==> config.mk <==
export PLATFORM = sky130hd
export DESIGN_NAME = key_click_classifier
export DESIGN_NICKNAME = d
export VERILOG_FILES = /design/src/rtl/key_pkg.sv /design/src/rtl/key_click_classifier_ms_timer.sv /design/src/rtl/key_click_classifier.sv
export SDC_FILE = /design/constraint.sdc
export NUM_CORES = 1
export LEC_CHECK = 0
export CORE_MARGIN = 4
export CORE_UTILIZATION = 50
export CTS_CLUSTER_SIZE = 28
export DETAILED_ROUTE_END_ITERATION = 6
export GPL_TIMING_DRIVEN = 0
export HOLD_SLACK_MARGIN = 0.08
export PLACE_DENSITY_LB_ADDON = 0.25
export SLEW_MARGIN = 20
export SYNTH_ARGS = -nofsm -noshare
export SYNTH_HDL_FRONTEND = slang
export SYNTH_SLANG_ARGS = --single-unit
==> constraint.sdc <==
create_clock -name clk -period 2.8 [get_ports clk]
set_input_delay 0.56 -clock clk [delete_from_list [all_inputs] [get_ports clk]]
set_output_delay 0.56 -clock clk [all_outputs]
set_load 0.005 [all_outputs]
==> src/rtl/key_pkg.sv <==
// Shared state encoding and millisecond timing helper for the key click classifier.
package key_pkg;

    localparam logic [2:0] ST_IDLE   = 3'd0;
    localparam logic [2:0] ST_PRESS1 = 3'd1;
    localparam logic [2:0] ST_WAIT2  = 3'd2;
    localparam logic [2:0] ST_PRESS2 = 3'd3;
    localparam logic [2:0] ST_LONG   = 3'd4;

    function automatic int ms_to_cycles(input int freq_mhz, input int ms);
        return freq_mhz * 1000 * ms;
    endfunction

endpackage

==> src/rtl/key_click_classifier_ms_timer.sv <==
// ms_timer: prescaler producing a 1 ms tick plus a saturating millisecond counter.
// Latency: ms_tick is decoded from the registered prescaler; clr takes effect on the next cycle.
// Backpressure: none; free-running whenever clr is low.
module ms_timer
    import key_pkg::*;
#(
    parameter int CLK_FREQ_MHZ = 100,
    parameter int MAX_MS       = 1000
) (
    input  logic                          clk,
    input  logic                          rst,
    input  logic                          clr,
    output logic                          ms_tick,
    output logic [$clog2(MAX_MS+1)-1:0]   ms_cnt
);

    localparam int PRE_MAX = ms_to_cycles(CLK_FREQ_MHZ, 1) - 1;
    localparam int PRE_W   = $clog2(PRE_MAX + 1);
    localparam int CNT_W   = $clog2(MAX_MS + 1);

    logic [PRE_W-1:0] pre;

    assign ms_tick = (pre == PRE_W'(PRE_MAX));

    // Counter saturates so a long stay in one state never wraps into a false timeout.
    always_ff @(posedge clk) begin
        if (rst || clr) begin
            pre    <= '0;
            ms_cnt <= '0;
        end else if (ms_tick) begin
            pre <= '0;
            if (ms_cnt != CNT_W'(MAX_MS)) begin
                ms_cnt <= ms_cnt + CNT_W'(1);
            end
        end else begin
            pre <= pre + PRE_W'(1);
        end
    end

endmodule

==> src/rtl/key_click_classifier.sv <==
// key_click_classifier: turns debounced press/release pulses into click, double-click and long-press events.
// Latency: every output is registered; pulses appear the cycle after the triggering pulse or timeout.
// Backpressure: none; optional auto-repeat in LONG is built only when KEY_REPEAT_EN is defined.
module key_click_classifier
    import key_pkg::*;
#(
    parameter int CLK_FREQ_MHZ = 100,
    parameter int LONG_MS      = 1000,
    parameter int DOUBLE_MS    = 300,
    parameter int REPEAT_MS    = 100
) (
    input  logic clk,
    input  logic rst,
    input  logic key_down_one_time,
    input  logic key_up_one_time,
    output logic single_click,
    output logic double_click,
    output logic long_press,
    output logic long_release,
    output logic long_hold,
    output logic key_repeat
);

    localparam int ST_MAX_MS = (LONG_MS > DOUBLE_MS) ? LONG_MS : DOUBLE_MS;
    localparam int ST_W      = $clog2(ST_MAX_MS + 1);
    localparam logic [ST_W-1:0] LONG_LAST = ST_W'(LONG_MS - 1);
    localparam logic [ST_W-1:0] DBL_LAST  = ST_W'(DOUBLE_MS - 1);

    logic [2:0]      state;
    logic [2:0]      state_nxt;
    logic            st_tick;
    logic [ST_W-1:0] st_cnt;
    logic            down_ok;
    logic            up_ok;
    logic            press_tmo;
    logic            wait_tmo;
    logic            sc_nxt;
    logic            dc_nxt;
    logic            lp_nxt;
    logic            lr_nxt;

    // Simultaneous press and release is illegal upstream; neither is honoured.
    assign down_ok   = key_down_one_time & ~key_up_one_time;
    assign up_ok     = key_up_one_time & ~key_down_one_time;
    assign press_tmo = st_tick && (st_cnt == LONG_LAST);
    assign wait_tmo  = st_tick && (st_cnt == DBL_LAST);

    ms_timer #(
        .CLK_FREQ_MHZ(CLK_FREQ_MHZ),
        .MAX_MS      (ST_MAX_MS)
    ) u_state_timer (
        .clk    (clk),
        .rst    (rst),
        .clr    (state_nxt != state),
        .ms_tick(st_tick),
        .ms_cnt (st_cnt)
    );

    always_comb begin
        state_nxt = state;
        sc_nxt    = 1'b0;
        dc_nxt    = 1'b0;
        lp_nxt    = 1'b0;
        lr_nxt    = 1'b0;
        case (state)
            ST_IDLE: begin
                if (down_ok) state_nxt = ST_PRESS1;
            end
            ST_PRESS1: begin
                if (up_ok) begin
                    state_nxt = ST_WAIT2;
                end else if (press_tmo && !key_down_one_time) begin
                    state_nxt = ST_LONG;
                    lp_nxt    = 1'b1;
                end
            end
            ST_WAIT2: begin
                if (down_ok) begin
                    state_nxt = ST_PRESS2;
                end else if (wait_tmo && !key_up_one_time) begin
                    state_nxt = ST_IDLE;
                    sc_nxt    = 1'b1;
                end
            end
            ST_PRESS2: begin
                if (up_ok) begin
                    state_nxt = ST_IDLE;
                    dc_nxt    = 1'b1;
                end
            end
            ST_LONG: begin
                if (up_ok) begin
                    state_nxt = ST_IDLE;
                    lr_nxt    = 1'b1;
                end
            end
            default: state_nxt = ST_IDLE;
        endcase
    end

    always_ff @(posedge clk) begin
        if (rst) begin
            state        <= ST_IDLE;
            single_click <= 1'b0;
            double_click <= 1'b0;
            long_press   <= 1'b0;
            long_release <= 1'b0;
            long_hold    <= 1'b0;
        end else begin
            state        <= state_nxt;
            single_click <= sc_nxt;
            double_click <= dc_nxt;
            long_press   <= lp_nxt;
            long_release <= lr_nxt;
            long_hold    <= (state_nxt == ST_LONG);
        end
    end

`ifdef KEY_REPEAT_EN
    localparam int RP_W = $clog2(REPEAT_MS + 1);
    localparam logic [RP_W-1:0] REP_LAST = RP_W'(REPEAT_MS - 1);

    logic            rp_tick;
    logic [RP_W-1:0] rp_cnt;
    logic            rp_fire;

    assign rp_fire = (state == ST_LONG) && rp_tick && (rp_cnt == REP_LAST);

    // Held in clear outside LONG so the first period starts exactly at LONG entry.
    ms_timer #(
        .CLK_FREQ_MHZ(CLK_FREQ_MHZ),
        .MAX_MS      (REPEAT_MS)
    ) u_repeat_timer (
        .clk    (clk),
        .rst    (rst),
        .clr    ((state != ST_LONG) || rp_fire),
        .ms_tick(rp_tick),
        .ms_cnt (rp_cnt)
    );

    always_ff @(posedge clk) begin
        if (rst) begin
            key_repeat <= 1'b0;
        end else begin
            key_repeat <= rp_fire && (state_nxt == ST_LONG);
        end
    end
`else
    assign key_repeat = 1'b0;
`endif

endmodule
==> results of run 1 <==
==> state kept, by name, indices dropped and copies added (netlist names) <==
signal / count
double_click: 1
long_hold: 1
long_press: 1
long_release: 1
single_click: 1
state: 3
u_state_timer.ms_cnt: 10
u_state_timer.pre: 17
==> cell families (layout without fill, tap and decap cells) <==
family | after synthesis | after routing
buffers and inverters | 16 | 32
other | 1 | 1
AND/OR/NAND/NOR | 104 | 104
adder cells (fa/ha/maj) | 3 | 3
XOR/XNOR | 14 | 14
AO/OA/AOI/OAI | 32 | 32
flip-flops | 35 | 35
==> final cells by class <==
| class | instances | area [µm²] |
|---|---|---|
| plain buffers | 8 | 42.5 |
| clock buffers | 6 | 41.3 |
| clock inverters | 2 | 60.1 |
| fillers | 277 | 1380 |
| inverters | 8 | 30.0 |
| multi-input cells | 154 | 1000 |
| flip-flops and latches | 35 | 701 |
| well taps | 46 | 57.6 |
| repair buffers | 8 | 80.1 |
==> critical path, cell delays in order (launching register included) <==
cell and delay (ps):
sky130_fd_sc_hd__dfxtp_1 370, sky130_fd_sc_hd__or4b_1 590, sky130_fd_sc_hd__or4_4 590, sky130_fd_sc_hd__buf_6 170, sky130_fd_sc_hd__a21oi_2 380, sky130_fd_sc_hd__buf_2 330, sky130_fd_sc_hd__nor3_1 80
==> cell usage after synthesis, drive strengths merged <==
cell type	count
a21oi	2
o21a	1
and2	2
xor2	4
o31ai	3
dfxtp	35
nor2	14
or2	1
inv	8
o31a	1
nor4bb	2
nand3b	2
nor4b	3
nand4bb	1
o211a	1
xnor2	10
nor3	14
conb	1
buf	3
o21ai	9
nor4	8
a31oi	1
and4	1
or4	8
ha	3
or4bb	2
a2111oi	2
nand2	12
nand2b	2
o211ai	1
clkbuf	5
or3	7
a211oi	10
nand3	13
or4b	1
nand4	10
a21bo	1
nor2b	1
==> where the power goes <==
part / leakage [nW] / switching (mW) / internal (mW)
logic: 0.235 / 0.0268 / 0.0136
clock network: 0.0525 / 0.171 / 0.279
registers: 0.283 / 0.00390 / 0.503
total: 0.570 / 0.202 / 0.795
==> worst max path at each step <==
stage / startpoint / end
2_1_floorplan: u_state_timer.pre[13]$_SDFF_PP0_ / long_press$_SDFF_PP0_
3_3_place_gp: key_down_one_time / u_state_timer.pre[12]$_SDFF_PP0_
3_5_place_dp: key_down_one_time / u_state_timer.pre[13]$_SDFF_PP0_
4_1_cts: u_state_timer.pre[13]$_SDFF_PP0_ / u_state_timer.pre[11]$_SDFF_PP0_
5_1_grt: u_state_timer.pre[0]$_SDFF_PP0_ / state[2]$_SDFF_PP0_
6_report: u_state_timer.pre[13]$_SDFF_PP0_ / u_state_timer.pre[11]$_SDFF_PP0_
==> stage by stage <==
| stage | cells | utilization (%) |
|---|---|---|
| final | 267 | 59.4 |
| after global routing | 267 | 59.4 |
| after CTS | 267 | 59.4 |
| after detailed placement | 259 | 56.4 |
| after global placement | 259 | 56.4 |
| after floorplan | 205 | - |
==> metal layers <==
metal | vias up | wire length (µm) | GRT usage, %
met5 | - | 0 | 0
met4 | 0 | 94 | 8.86
met3 | 13 | 195 | 3.99
met2 | 54 | 1950 | 33.4
met1 | 757 | 1670 | 21.1
li1 | 801 | - | -
==> impl_metrics.py, run 1 <==
metrics = {
    "outcome": {
        "result_of_the_run": "complete, no violations",
    },
    "min_path": {
        "min_from": "u_state_timer.pre[0]$_SDFF_PP0_",
        "min_delay_worst_endpoint": "u_state_timer.pre[0]$_SDFF_PP0_",
        "worst_hold_path.num_cells": 1,
        "hold_path_class": "flop to flop",
    },
    "die": {
        "die_y_um": 67.6,
        "die_area_um2": 4570,
        "i_o_pins": 10,
        "floorplan.initialDensity_pct": 52.3,
        "fp_rows": 21,
        "core-area_um2": 3390,
        "die_w_um": 67.6,
    },
    "drt": {
        "routed_via_density": 6.09,
        "ant_nets": 0,
        "drt_first_iter_violations": 131,
        "drt-wirelength-per-cell_um": 14.6,
        "detailedRoute.firstPassIterationCount": 4,
        "routed-via-count": 1625,
        "route.final.wire_length_um": 3900,
        "remaining_drc_errors": 0,
    },
    "synthesis": {
        "yosysTopAreaCell": "sky130_fd_sc_hd__dfxtp_1",
        "yosys.area_share.simple_pct": 34.6,
        "post_synth_instance_area_um2": 1770,
        "synth-adder-area-share_pct": 2.12,
        "synth.yosys.warnings": 0,
        "synth_seq_cells": 35,
        "synth_compound_gate_area_share_pct": 12.6,
        "yosys-top-cells-area": "sky130_fd_sc_hd__dfxtp_1 (39%), sky130_fd_sc_hd__xnor2_1 (4.9%), sky130_fd_sc_hd__a211oi_1 (4.2%)",
        "synth-seq-area-share_pct": 39.5,
        "mappedNetlistNets": 212,
        "yosysTopAreaCellShare_pct": 39.5,
        "synth.avg_cell_area_um2": 8.65,
        "xor_xnor_portion_of_the_synthesized_cell_area_pct": 6.91,
        "number_of_distinct_library_cells_after_synthesis": 43,
        "combinational_family_with_the_most_area_after_synthesis": "simple AND/OR/NAND/NOR gates",
        "synth.mux.area_fraction_pct": 0,
        "synthesis.instances": 205,
    },
    "sta": {
        "fin_worst_skew_ps": 7.50,
        "timing.final.crit_period_ps": 2640,
        "timing.final.setup_violations": 0,
        "tightest_slew_ps": 814,
        "fin_crit_sh_pct": 94.3,
        "timing.max_slew.rel_slack_pct": 45.2,
        "hold_ws_ps": 477,
        "rsz_0062_raised_after_global_routing": "no",
        "hold_viol": 0,
        "totalNegativeSetupSlack_ps": 0,
        "clock.fmax_ghz": 0.379,
        "postLayoutSetupSlackWorst_ps": 160,
        "final_max_tran_viols": 0,
    },
    "global_route": {
        "overflow": 0,
        "first_global_vias": 1538,
        "grtUsageTotal_pct": 18.8,
        "grt_antenna_before_repair": 0,
        "first_pass_grt_wire_length_um": 6690,
        "maximum_number_of_pins_on_one_net_before_global_route_repair": 12,
    },
    "cts": {
        "cts.repair.resized": 0,
        "clock_tree_from_tritoncts": "yes",
        "clock_sink_count": 35,
        "max-clock-path-buffers": 2,
        "tritoncts.num_buffers": 5,
        "clk_latency_ps": 340,
        "cts-hold-fix-buffers": 0,
        "clock-root-buffer": "sky130_fd_sc_hd__clkbuf_4",
        "path_clk_slew_ps": 110,
        "number_of_h_tree_levels": 2,
        "post_cts_setup_buffers": 0,
    },
    "placed_design": {
        "hpwlAfterDp_um": 2750,
        "detailed_place.area_um2": 1910,
        "pre_cts_ws_ps": -92.3,
        "numPortBuffers": 8,
        "gp_congestion": 0.841,
    },
    "worst_setup_path": {
        "critPathMaxFanout": 10,
        "crit_path_start_kind": "flop",
        "worst-r2r-cell-count": 6,
        "critical_path_arrival_ps": 2850,
        "critical_path.endpoint_type": "flop",
        "worst-endpoint-required_ps": 3010,
        "r2r_end": "u_state_timer.pre[11]$_SDFF_PP0_",
        "regToRegStartpoint": "u_state_timer.pre[13]$_SDFF_PP0_",
        "criticalPathCategory": "flop to flop",
        "regToRegSetupSlack_ps": 160,
    },
    "final_layout": {
        "layout-drive-gt1-share_pct": 7.24,
        "final_common_cell": "sky130_fd_sc_hd__dfxtp_1",
        "design_area_um2": 2010,
        "area.growth.synth_to_final_pct": 13.5,
        "insertedDiodeCount": 0,
        "finalNetCount": 227,
        "mostFrequentLayoutCells": "sky130_fd_sc_hd__dfxtp_1 (35), sky130_fd_sc_hd__nor2_1 (14), sky130_fd_sc_hd__nand3_1 (13), sky130_fd_sc_hd__nor3_1 (13), sky130_fd_sc_hd__nand2_1 (12)",
    },
    "pwr": {
        "cellLeakagePower_nw": 0.570,
        "report.power.total_mw": 0.997,
        "cellPowerDensity_nw_per_um2": 495,
        "ir_drop_v": 0.000304,
    },
    "flow_run": {
        "max-cap-violations": 0,
    },
}
Power figures use the tool's default switching activity.
==> inputs of run 2 (changes only) <==
--- a/config.mk
+++ b/config.mk
@@ -5,8 +5,10 @@
 export SDC_FILE = /design/constraint.sdc
 export NUM_CORES = 1
 export LEC_CHECK = 0
+export CAP_MARGIN = 20
 export CORE_MARGIN = 4
 export CORE_UTILIZATION = 50
+export CTS_CLUSTER_DIAMETER = 120
 export CTS_CLUSTER_SIZE = 28
 export DETAILED_ROUTE_END_ITERATION = 6
 export GPL_TIMING_DRIVEN = 0
==> results of run 2 <==
Final layout, timing and power as in run 1 (identical DEF).
==> inputs of run 3 (changes only) <==
--- a/config.mk
+++ b/config.mk
@@ -5,6 +5,7 @@
 export SDC_FILE = /design/constraint.sdc
 export NUM_CORES = 1
 export LEC_CHECK = 0
+export ABC_AREA = 1
 export CAP_MARGIN = 20
 export CORE_MARGIN = 4
 export CORE_UTILIZATION = 50
@@ -14,6 +15,7 @@
 export GPL_TIMING_DRIVEN = 0
 export HOLD_SLACK_MARGIN = 0.08
 export PLACE_DENSITY_LB_ADDON = 0.25
+export SETUP_SLACK_MARGIN = 0.2
 export SLEW_MARGIN = 20
 export SYNTH_ARGS = -nofsm -noshare
 export SYNTH_HDL_FRONTEND = slang
==> run 3 against run 2 <==
- via count down 6.6%
- power fell by 6.2%
- maximum frequency up 31%
- clock skew shrank 2.4 ps
- largest power group unchanged
- global-route usage shrank 4.5 points
- highest routed layer unchanged
- clock-buffer cell count unchanged
==> impl_metrics.py, run 3 <==
metrics = {
    "final_layout": {
        "max_flop_register": "u_state_timer.pre",
        "design_area_um2": 2130,
        "largest_reg_flops": 17,
        "mostFrequentLayoutCells": "sky130_fd_sc_hd__inv_1 (40), sky130_fd_sc_hd__nor2_1 (40), sky130_fd_sc_hd__nand2_1 (36), sky130_fd_sc_hd__dfxtp_1 (35), sky130_fd_sc_hd__nor2_2 (19)",
        "finalNetCount": 278,
        "insertedDiodeCount": 0,
        "area.growth.synth_to_final_pct": 12.0,
        "registers_with_the_most_flip_flops": "u_state_timer.pre (17), u_state_timer.ms_cnt (10), state (3)",
        "fillerInstances": 328,
        "layout-drive-gt1-share_pct": 17.0,
    },
    "global_route": {
        "first_global_vias": 1320,
        "global_route_track_usage_on_met3_pct": 4.35,
        "first_pass_grt_wire_length_um": 5660,
        "grt_antenna_before_repair": 0,
        "busiest_grt_layer": "met2",
        "maximum_number_of_pins_on_one_net_before_global_route_repair": 11,
        "gr-usage-met1_pct": 18.6,
        "overflow": 0,
        "grt_util_met2_pct": 22.6,
        "grtUsageTotal_pct": 14.3,
    },
    "worst_setup_path": {
        "cp-startpoint": "key_up_one_time",
        "regToRegSetupSlack_ps": 880,
        "critical_path.endpoint_type": "flop",
        "regToRegStartpoint": "u_state_timer.pre[0]$_SDFF_PP0_",
        "criticalPathCategory": "input pin to flop",
        "cp.buffers_inverters": 4,
        "timing.critical_path.cells": "clkdlybuf4s50_1, inv_1, nor2_2, inv_1, nor2_1, nand2_1, nand2_1, nand3_1, nor2_2, nand2_4, buf_12, nor2_2",
        "critPathMaxFanout": 10,
        "worst-endpoint-required_ps": 3020,
        "crit_top_cell": "sky130_fd_sc_hd__nor2_2",
        "worst_path_dominant_cell_family": "simple AND/OR/NAND/NOR gates",
        "critPathMaxStageDelay_ps": 480,
        "crit_path_start_kind": "input pin",
        "critical_path_arrival_ps": 2230,
        "critical_path.slowest_cell": "sky130_fd_sc_hd__clkdlybuf4s50_1",
        "worst-r2r-cell-count": 13,
        "r2r_end": "u_state_timer.pre[7]$_SDFF_PP0_",
    },
    "sta": {
        "hold_viol": 0,
        "final_max_tran_viols": 0,
        "clock.fmax_ghz": 0.498,
        "fin_crit_sh_pct": 71.8,
        "totalNegativeSetupSlack_ps": 0,
        "rsz_0062_raised_after_global_routing": "no",
        "fin_worst_skew_ps": 5.10,
        "hold_ws_ps": 463,
        "timing.final.crit_period_ps": 2010,
        "timing.final.setup_violations": 0,
    },
    "min_path": {
        "min_from": "state[1]$_SDFF_PP0_",
        "hold_path_class": "flop to flop",
        "min_delay_worst_endpoint": "long_release$_SDFF_PP0_",
        "worst_hold_path.num_cells": 1,
    },
    "pwr": {
        "cellPowerDensity_nw_per_um2": 439,
        "switching_power_mw": 0.214,
        "clockPowerShare_pct": 38.8,
        "cellLeakagePower_nw": 0.737,
        "report.power.total_mw": 0.935,
        "power.internal_mw": 0.721,
        "power.combinational.fraction_pct": 6.9,
        "power.sequential.fraction_pct": 54.3,
        "power_switching_share_pct": 22.9,
        "ir_drop_v": 0.000326,
    },
    "placed_design": {
        "numPortBuffers": 8,
        "gp_congestion": 0.834,
        "hpwlAfterDp_um": 2350,
        "detailed_place.area_um2": 2040,
    },
    "synthesis": {
        "synthesis.instances": 256,
        "post_synth_instance_area_um2": 1900,
        "synth-async-reset-ratio_pct": 0,
        "mappedNetlistNets": 263,
        "synth_cell_count_leaders": "sky130_fd_sc_hd__inv_1 (40), sky130_fd_sc_hd__nor2_1 (40), sky130_fd_sc_hd__nand2_1 (36), sky130_fd_sc_hd__dfxtp_1 (35), sky130_fd_sc_hd__nor2_2 (19)",
        "yosysTopAreaCellShare_pct": 36.9,
        "synth_flop_type": "sky130_fd_sc_hd__dfxtp_1",
        "synth_seq_cells": 35,
        "synth.avg_cell_area_um2": 7.42,
        "number_of_distinct_library_cells_after_synthesis": 27,
        "synth.yosys.warnings": 0,
        "synth_edf_count": 0,
        "yosysTopAreaCell": "sky130_fd_sc_hd__dfxtp_1",
        "synth-seq-area-share_pct": 36.9,
        "yosys-top-cells-area": "sky130_fd_sc_hd__dfxtp_1 (37%), sky130_fd_sc_hd__xor2_1 (8.3%), sky130_fd_sc_hd__inv_1 (7.9%)",
    },
    "drt": {
        "routed_via_density": 4.76,
        "detailedRoute.firstPassIterationCount": 4,
        "route.final.wire_length_um": 3090,
        "routed-via-count": 1517,
        "drt-wirelength-per-cell_um": 9.68,
        "remaining_drc_errors": 0,
        "ant_nets": 0,
        "drt_first_iter_violations": 91,
    },
    "cts": {
        "clk_latency_ps": 280,
        "max-clock-path-buffers": 2,
        "tritoncts.num_buffers": 5,
        "clock_sink_count": 35,
        "post_cts_setup_buffers": 0,
        "cts.repair.resized": 0,
        "cts-hold-fix-buffers": 0,
        "clock-root-buffer": "sky130_fd_sc_hd__clkbuf_8",
        "number_of_h_tree_levels": 2,
        "clock_tree_from_tritoncts": "yes",
        "path_clk_slew_ps": 70,
    },
    "die": {
        "die_area_um2": 4850,
        "i_o_pins": 10,
        "die_y_um": 69.7,
        "die_w_um": 69.7,
        "floorplan.initialDensity_pct": 51.9,
        "fp_rows": 22,
        "core-area_um2": 3660,
    },
    "flow_run": {
        "max-cap-violations": 0,
    },
    "outcome": {
        "result_of_the_run": "complete, no violations",
    },
}
[run 3: changes by cell type after synthesis, sizes merged, moves of 4 or more]
cell | before | now
nor2 | 14 | 62
inv | 8 | 45
nand2 | 12 | 38
xor2 | 4 | 18
a211oi | 10 | 0
or4 | 8 | 0
o21ai | 9 | 2
or3 | 7 | 0
nor3 | 14 | 8
clkbuf | 5 | 0
xnor2 | 10 | 5
nand3 | 13 | 17
[run 3: worst max-delay path by stage]
stage	endpoint	slack, ps	cells after the start
after floorplan	u_state_timer.pre[9]$_SDFF_PP0_	1130	13
after global placement	u_state_timer.pre[16]$_SDFF_PP0_	490	12
after detailed placement	u_state_timer.pre[7]$_SDFF_PP0_	470	12
after CTS	u_state_timer.pre[7]$_SDFF_PP0_	760	12
after global routing	u_state_timer.pre[15]$_SDFF_PP0_	590	12
final	u_state_timer.pre[7]$_SDFF_PP0_	790	12
[run 3: final cells by class]
| cell class | count | area, µm² | area share (%) |
|---|---|---|---|
| Multi-Input combinational cell | 173 | 992 | 46.6 |
| Sequential cell | 35 | 701 | 32.9 |
| Inverter | 45 | 169 | 7.94 |
| Clock buffer | 6 | 82.6 | 3.88 |
| Timing Repair Buffer | 8 | 80.1 | 3.76 |
| Tap cell | 48 | 60.1 | 2.82 |
| Buffer | 3 | 38.8 | 1.82 |
| Clock inverter | 1 | 5.00 | 0.235 |
[run 3: power by group through the flow]
stage | registers (mW) | clock network, mW | logic, mW
6_report | 0.507 | 0.363 | 0.0645
5_1_grt | 0.507 | 0.398 | 0.0741
4_1_cts | 0.507 | 0.377 | 0.0663
3_5_place_dp | 0.519 | 0 | 0.0662
3_3_place_gp | 0.518 | 0 | 0.0656
2_1_floorplan | 0.518 | 0 | 0.0504
[run 3: kinds of logic (layout without fill, tap and decap cells)]
group | Yosys count | count (layout) | share of synthesized area [%]
flip-flops | 35 | 35 | 36.9
adder cells (fa/ha/maj) | 3 | 3 | 1.98
XOR/XNOR | 23 | 23 | 10.6
other | 1 | 1 | 0.197
AO/OA/AOI/OAI | 9 | 9 | 3.09
AND/OR/NAND/NOR | 137 | 137 | 36.3
buffers and inverters | 48 | 63 | 10.9
[run 3: routing by layer]
layer / routed length (µm) / part of all wire, %
met5: 0 / 0
met2: 1340 / 43
met3: 139 / 4.5
met1: 1560 / 50
met4: 52 / 1.7
[run 3: through the flow]
step | setup WS [ps] | utilization, % | instances
final | 790 | 58.1 | 319
after detailed placement | 470 | 55.7 | 312
after global routing | 587 | 58.1 | 319
after floorplan | 1130 | - | 256
after global placement | 492 | 55.7 | 312
after CTS | 764 | 58.1 | 319
==> RTL change 1, RTL diff (config.mk and constraints of run 2) <==
The output `long_release` loses its register stage (`long_release` becomes a continuous assignment).
--- a/src/rtl/key_click_classifier.sv
+++ b/src/rtl/key_click_classifier.sv
@@ -104,17 +104,17 @@
             single_click <= 1'b0;
             double_click <= 1'b0;
             long_press   <= 1'b0;
-            long_release <= 1'b0;
             long_hold    <= 1'b0;
         end else begin
             state        <= state_nxt;
             single_click <= sc_nxt;
             double_click <= dc_nxt;
             long_press   <= lp_nxt;
-            long_release <= lr_nxt;
             long_hold    <= (state_nxt == ST_LONG);
         end
     end
+
+    assign long_release = lr_nxt;
 
 `ifdef KEY_REPEAT_EN
     localparam int RP_W = $clog2(REPEAT_MS + 1);
Behaviour: no difference found for any inputs over 10 cycles, from zero or initial values and one cycle with rst high; that may be too few to reach the edited logic, so the function may still have changed.
==> RTL change 1 against run 2 <==
Final area decreased by 8.5%. Hold slack worse by 0.0028 ns. Largest cell class unchanged. Highest routed layer unchanged. Sequential cell count down 1. Setup slack got worse by 0.043 ns. Total power shrank 17%. Routed wire length down 20%. Area after synthesis shrank 7.4%.
==> RTL change 1: results (changes against run 2) <==
stage,metric,value,unit,change
logic_synthesis,Synth Area in Compound Gates,0.05255,,-0.07368
global_routing,vias in the first global route,1268,,-18%
logic_synthesis,Area contributors post-synth,"dfxtp_1 41%, nor2_1 8.2%, xor2_1 8.0%",,
timing,Hold Slack,0.4737,ns,-0.002810 ns
finish,layout cells sized above 1,0.09901,,+0.02661
drt,routed wl met2,1404,um,-28%
run_status,status,completed,,
setup_path,Critical Path Fanout Max,5,,-5
place,Placed Cells incl. Taps,238,,-8.1%
setup_path,FF-to-FF End,u_state_timer.ms_cnt[6],,
place,dpl cell area,1778,sq um,-7.0%
drt,DRT met1 WL,1465,um,-12%
drt,WL per Instance,12.67,um,-13%
setup_path,Worst R2R Start,u_state_timer.pre[0],,
global_routing,first-pass GRT wire length,5395,um,-19%
drt,WL final,3116,um,-20%
timing,clk_skew,0.008341,ns,+0.0008416 ns
drt,DR iter-0 viols,68,,-48%
setup_path,R2R setup slack,0.33,ns,+0.17 ns
drt,vias per cell,5.374,,-12%
timing,Least-Margin Pin Slew,0.8626,ns,+0.04839 ns
logic_synthesis,syn nets,193,,-9.0%
logic_synthesis,"top cells by count, synth","36 x nor2_1, 34 x dfxtp_1, 15 x nand2_1, 15 x xor2_1, 11 x nand3_1",,
logic_synthesis,post-synthesis sequential area ratio,0.4143,,+0.01940
finish,Post-layout nets,208,,-8.4%
logic_synthesis,Synth Area per Inst,8.832,sq um,+2.1%
==> RTL change 1: through the flow <==
stage	total power, mW	setup slack, ns	util
6_report	0.8232	0.1172	0.5935
4_1_cts	0.8396	0.1267	0.5935
2_1_floorplan	0.5313	0.7846	-
3_5_place_dp	0.5442	0.1280	0.5730
5_1_grt	0.8624	0.05780	0.5935
3_3_place_gp	0.5436	0.1714	0.5730
==> RTL change 1: logic make-up after synthesis <==
group | Yosys count
AOI/OAI and AO/OA | 11
xor gates and xnor gates | 23
adders and majority gates | 3
buffers and inverters | 10
DFF | 34
muxes | 1
other | 1
and+or+nand+nor | 103
==> RTL change 1: where the power goes <==
part / internal (mW) / switching [mW] / leakage [nW]
registers: 0.488 / 0.00401 / 0.274
clock network: 0.121 / 0.168 / 0.0343
logic: 0.0168 / 0.0251 / 0.330
total: 0.626 / 0.197 / 0.638
==> RTL change 1: worst max-delay path by stage <==
stage / startpoint / endpoint / slack [ns] / cells past startpoint
2_1_floorplan: u_state_timer.pre[13] / u_state_timer.ms_cnt[9] / 0.78 / 5
3_3_place_gp: key_up_one_time / long_release / 0.17 / 4
3_5_place_dp: key_up_one_time / long_release / 0.13 / 4
4_1_cts: key_up_one_time / long_release / 0.13 / 4
5_1_grt: key_up_one_time / long_release / 0.06 / 4
6_report: key_up_one_time / long_release / 0.12 / 4
==> RTL change 1: cell type report <==
cell class	count	area, sq um
sequential	34	680.7
clock inverter	2	12.51
buffer	5	27.53
tap	44	55.05
timing repair buffer	8	80.08
multi-input combinational	142	915.9
inverter	5	18.77
clock buffer	6	51.30
fill	313	1261
==> RTL change 1: worst max-delay path, stage by stage <==
cell and delay, ns:
clkdlybuf4s50_1 0.54, nor2b_1 0.30, and3_1 0.22, clkdlybuf4s50_1 0.50
==> RTL change 1: metal layers <==
layer,vias up,track usage
met2,31,0.2579
met4,0,0.07772
met1,609,0.2008
met3,6,0.05299
li1,676,-
met5,-,0
==> RTL change 2, RTL diff (flow settings as in run 2) <==
Made on the original files. Set the parameter `LONG_MS` to 500 (it was 1000).
--- a/src/rtl/key_click_classifier.sv
+++ b/src/rtl/key_click_classifier.sv
@@ -5,7 +5,7 @@
     import key_pkg::*;
 #(
     parameter int CLK_FREQ_MHZ = 100,
-    parameter int LONG_MS      = 1000,
+    parameter int LONG_MS      = 500,
     parameter int DOUBLE_MS    = 300,
     parameter int REPEAT_MS    = 100
 ) (
Behaviour: same outputs for any inputs over 10 cycles, from zero or initial values and one cycle with rst high; that may be too few to reach the edited logic, so the function may still have changed.
==> RTL change 2 against run 2 <==
Setup slack improved by 0.61 ns. Die area fell by 1.3%. Total power fell by 17%. Final area fell by 3.3%. Area after synthesis fell by 1.4%. Clock skew rose by 0.0029 ns. Routed wire length fell by 15%. Hold slack got worse by 0.010 ns. Final cell count fell by 3.0%. Sequential cell count fell by 1. Combinational power rose by 12%. Critical path depth rose by 2. First-iteration DRC count fell by 22%.
==> RTL change 2: results (changes against run 2) <==
stage,metric,value,unit,change
logic_synthesis,post-synthesis sequential area ratio,0.3891,,-0.005795
finish,layout cells sized above 1,0.1174,,+0.04497
finish,Post-layout nets,219,,-3.5%
timing,clk_skew,0.01042,ns,+0.002921 ns
clock_network,"Reg clk slew, reported paths",0.09,ns,-0.02 ns
setup_path,"delay-heaviest family, CP",buffers and inverters,,
logic_synthesis,mux contribution to synthesized area,0.005722,,+0.005722
setup_path,R2R setup slack,0.94,ns,+0.78 ns
setup_path,Worst R2R Start,u_state_timer.pre[0],,
setup_path,Worst path max stage delay,0.50,ns,-0.09 ns
setup_path,r2r worst-path depth,7,,+1
logic_synthesis,post-synthesis adder-cell area fraction,0.02146,,+0.0003027
power,leakage,0.6585,nW,+16%
global_routing,GRT Util Overall,0.1725,,-0.01553
logic_synthesis,Synth Area per Inst,8.879,sq um,+2.6%
timing,Max-slew headroom,0.6424,,+0.1902
logic_synthesis,syn nets,204,,-3.8%
place,pre-CTS setup slack,0.4191,ns,+0.5114 ns
clock_network,post-CTS setup buffer count,0,,unchanged
global_routing,first-pass GRT wire length,5865,um,-12%
logic_synthesis,Synth Area in Compound Gates,0.04363,,-0.08260
logic_synthesis,Area contributors post-synth,"dfxtp_1 39%, xnor2_1 8.5%, nor2_1 6.7%",,
place,placer congestion estimate,0.8734,,+3.9%
logic_synthesis,"top cells by count, synth","34 x dfxtp_1, 31 x nor2_1, 17 x xnor2_1",,
global_routing,largest net degree at the start of global routing,11,,-1
finish,Layout fillers,327,,+18%
place,Placed Cells incl. Taps,251,,-3.1%
logic_synthesis,Synth Area in XOR/XNOR,0.1202,,+0.05106
finish,Layout Cells excl Fill,259,,-3.0%
place,DP Wirelength,2459,um,-11%
setup_path,slowest CP cell,clkdlybuf4s50_1,,
setup_path,Critical Path Source,key_up_one_time,,
hold_path,WHS Path Cells,1,,unchanged
finish,biggest regs,"u_state_timer.pre (17), u_state_timer.ms_cnt (9), state (3)",,
drt,WL per Instance,12.81,um,-12%
drt,vias per cell,5.471,,-10%
power,Worst VDD drop,0.3044,mV,about the same
setup_path,FF-to-FF End,u_state_timer.pre[10],,
run_status,status,completed,,
setup_path,Critical Path AT,2.27,ns,-0.58 ns
global_routing,vias in the first global route,1392,,-9.5%
drt,DR iter-0 viols,102,,-22%
clock_network,htree depth,2,,unchanged
[RTL change 2: cell count changes in the layout (fill, tap and decap cells not counted), moves of 5 or more]
cell,change
nor2_1,+17
a211oi_1,-10
o21ai_0,-9
xnor2_1,+7
or3_1,-6
or4_1,-5
[RTL change 2: worst max path at each step]
| stage | to | slack [ns] | cells after the start |
|---|---|---|---|
| finish | u_state_timer.pre[10] | 0.77 | 8 |
| CTS | u_state_timer.pre[10] | 0.79 | 8 |
| detailed placement | u_state_timer.pre[10] | 0.42 | 8 |
| global route | u_state_timer.ms_cnt[6] | 0.57 | 7 |
| global placement | u_state_timer.pre[11] | 0.45 | 8 |
| floorplan | u_state_timer.ms_cnt[1] | 1.12 | 7 |
[RTL change 2: cell type report]
| class | count | area, sq um | share of cell area |
|---|---|---|---|
| Buffer | 11 | 68.82 | 0.03535 |
| Inverter | 8 | 30.03 | 0.01542 |
| Clock inverter | 1 | 5.005 | 0.002571 |
| Tap cell | 46 | 57.56 | 0.02956 |
| Multi-Input combinational cell | 144 | 969.7 | 0.4981 |
| Timing Repair Buffer | 8 | 80.08 | 0.04113 |
| Sequential cell | 34 | 680.7 | 0.3496 |
| Clock buffer | 7 | 55.05 | 0.02828 |
[RTL change 2: per-layer routing]
metal  routed length (um)  track usage  up-vias
met5                    0            0        -
met4                   55      0.06582        0
met3                  145      0.06656        7
met2                 1659       0.2920       28
met1                 1459       0.1953      673
li1                     -            -      709
[RTL change 2: where the power goes]
| part | switching, mW | total, mW | internal (mW) |
|---|---|---|---|
| combinational | 0.0276 | 0.0451 | 0.0175 |
| sequential | 0.00367 | 0.492 | 0.488 |
| clock | 0.164 | 0.285 | 0.122 |
| total | 0.195 | 0.823 | 0.627 |
[RTL change 2: logic make-up after synthesis]
kind of cell / count (synthesis)
adders and majority gates: 3
buffers and inverters: 19
xor gates and xnor gates: 24
other: 1
and+or+nand+nor: 104
AOI/OAI and AO/OA: 11
DFF: 34
muxes: 1
[RTL change 2: per-stage QoR]
step / instance area (sq um) / total power, mW / hold WS (ns)
after floorplan: 1749 / 0.5344 / 0.4297
after global placement: 1887 / 0.5467 / 0.4412
after detailed placement: 1887 / 0.5486 / 0.4502
after CTS: 1947 / 0.8342 / 0.4725
after global routing: 1947 / 0.8563 / 0.4958
final: 1947 / 0.8225 / 0.4665
[RTL change 2: worst reg2reg max path: stages (launching register included)]
cell	delay, ns
dfxtp_1	0.38
ha_1	0.22
and4_4	0.27
nand4_2	0.12
buf_6	0.18
o21ai_2	0.29
buf_4	0.23
nor2_1	0.06
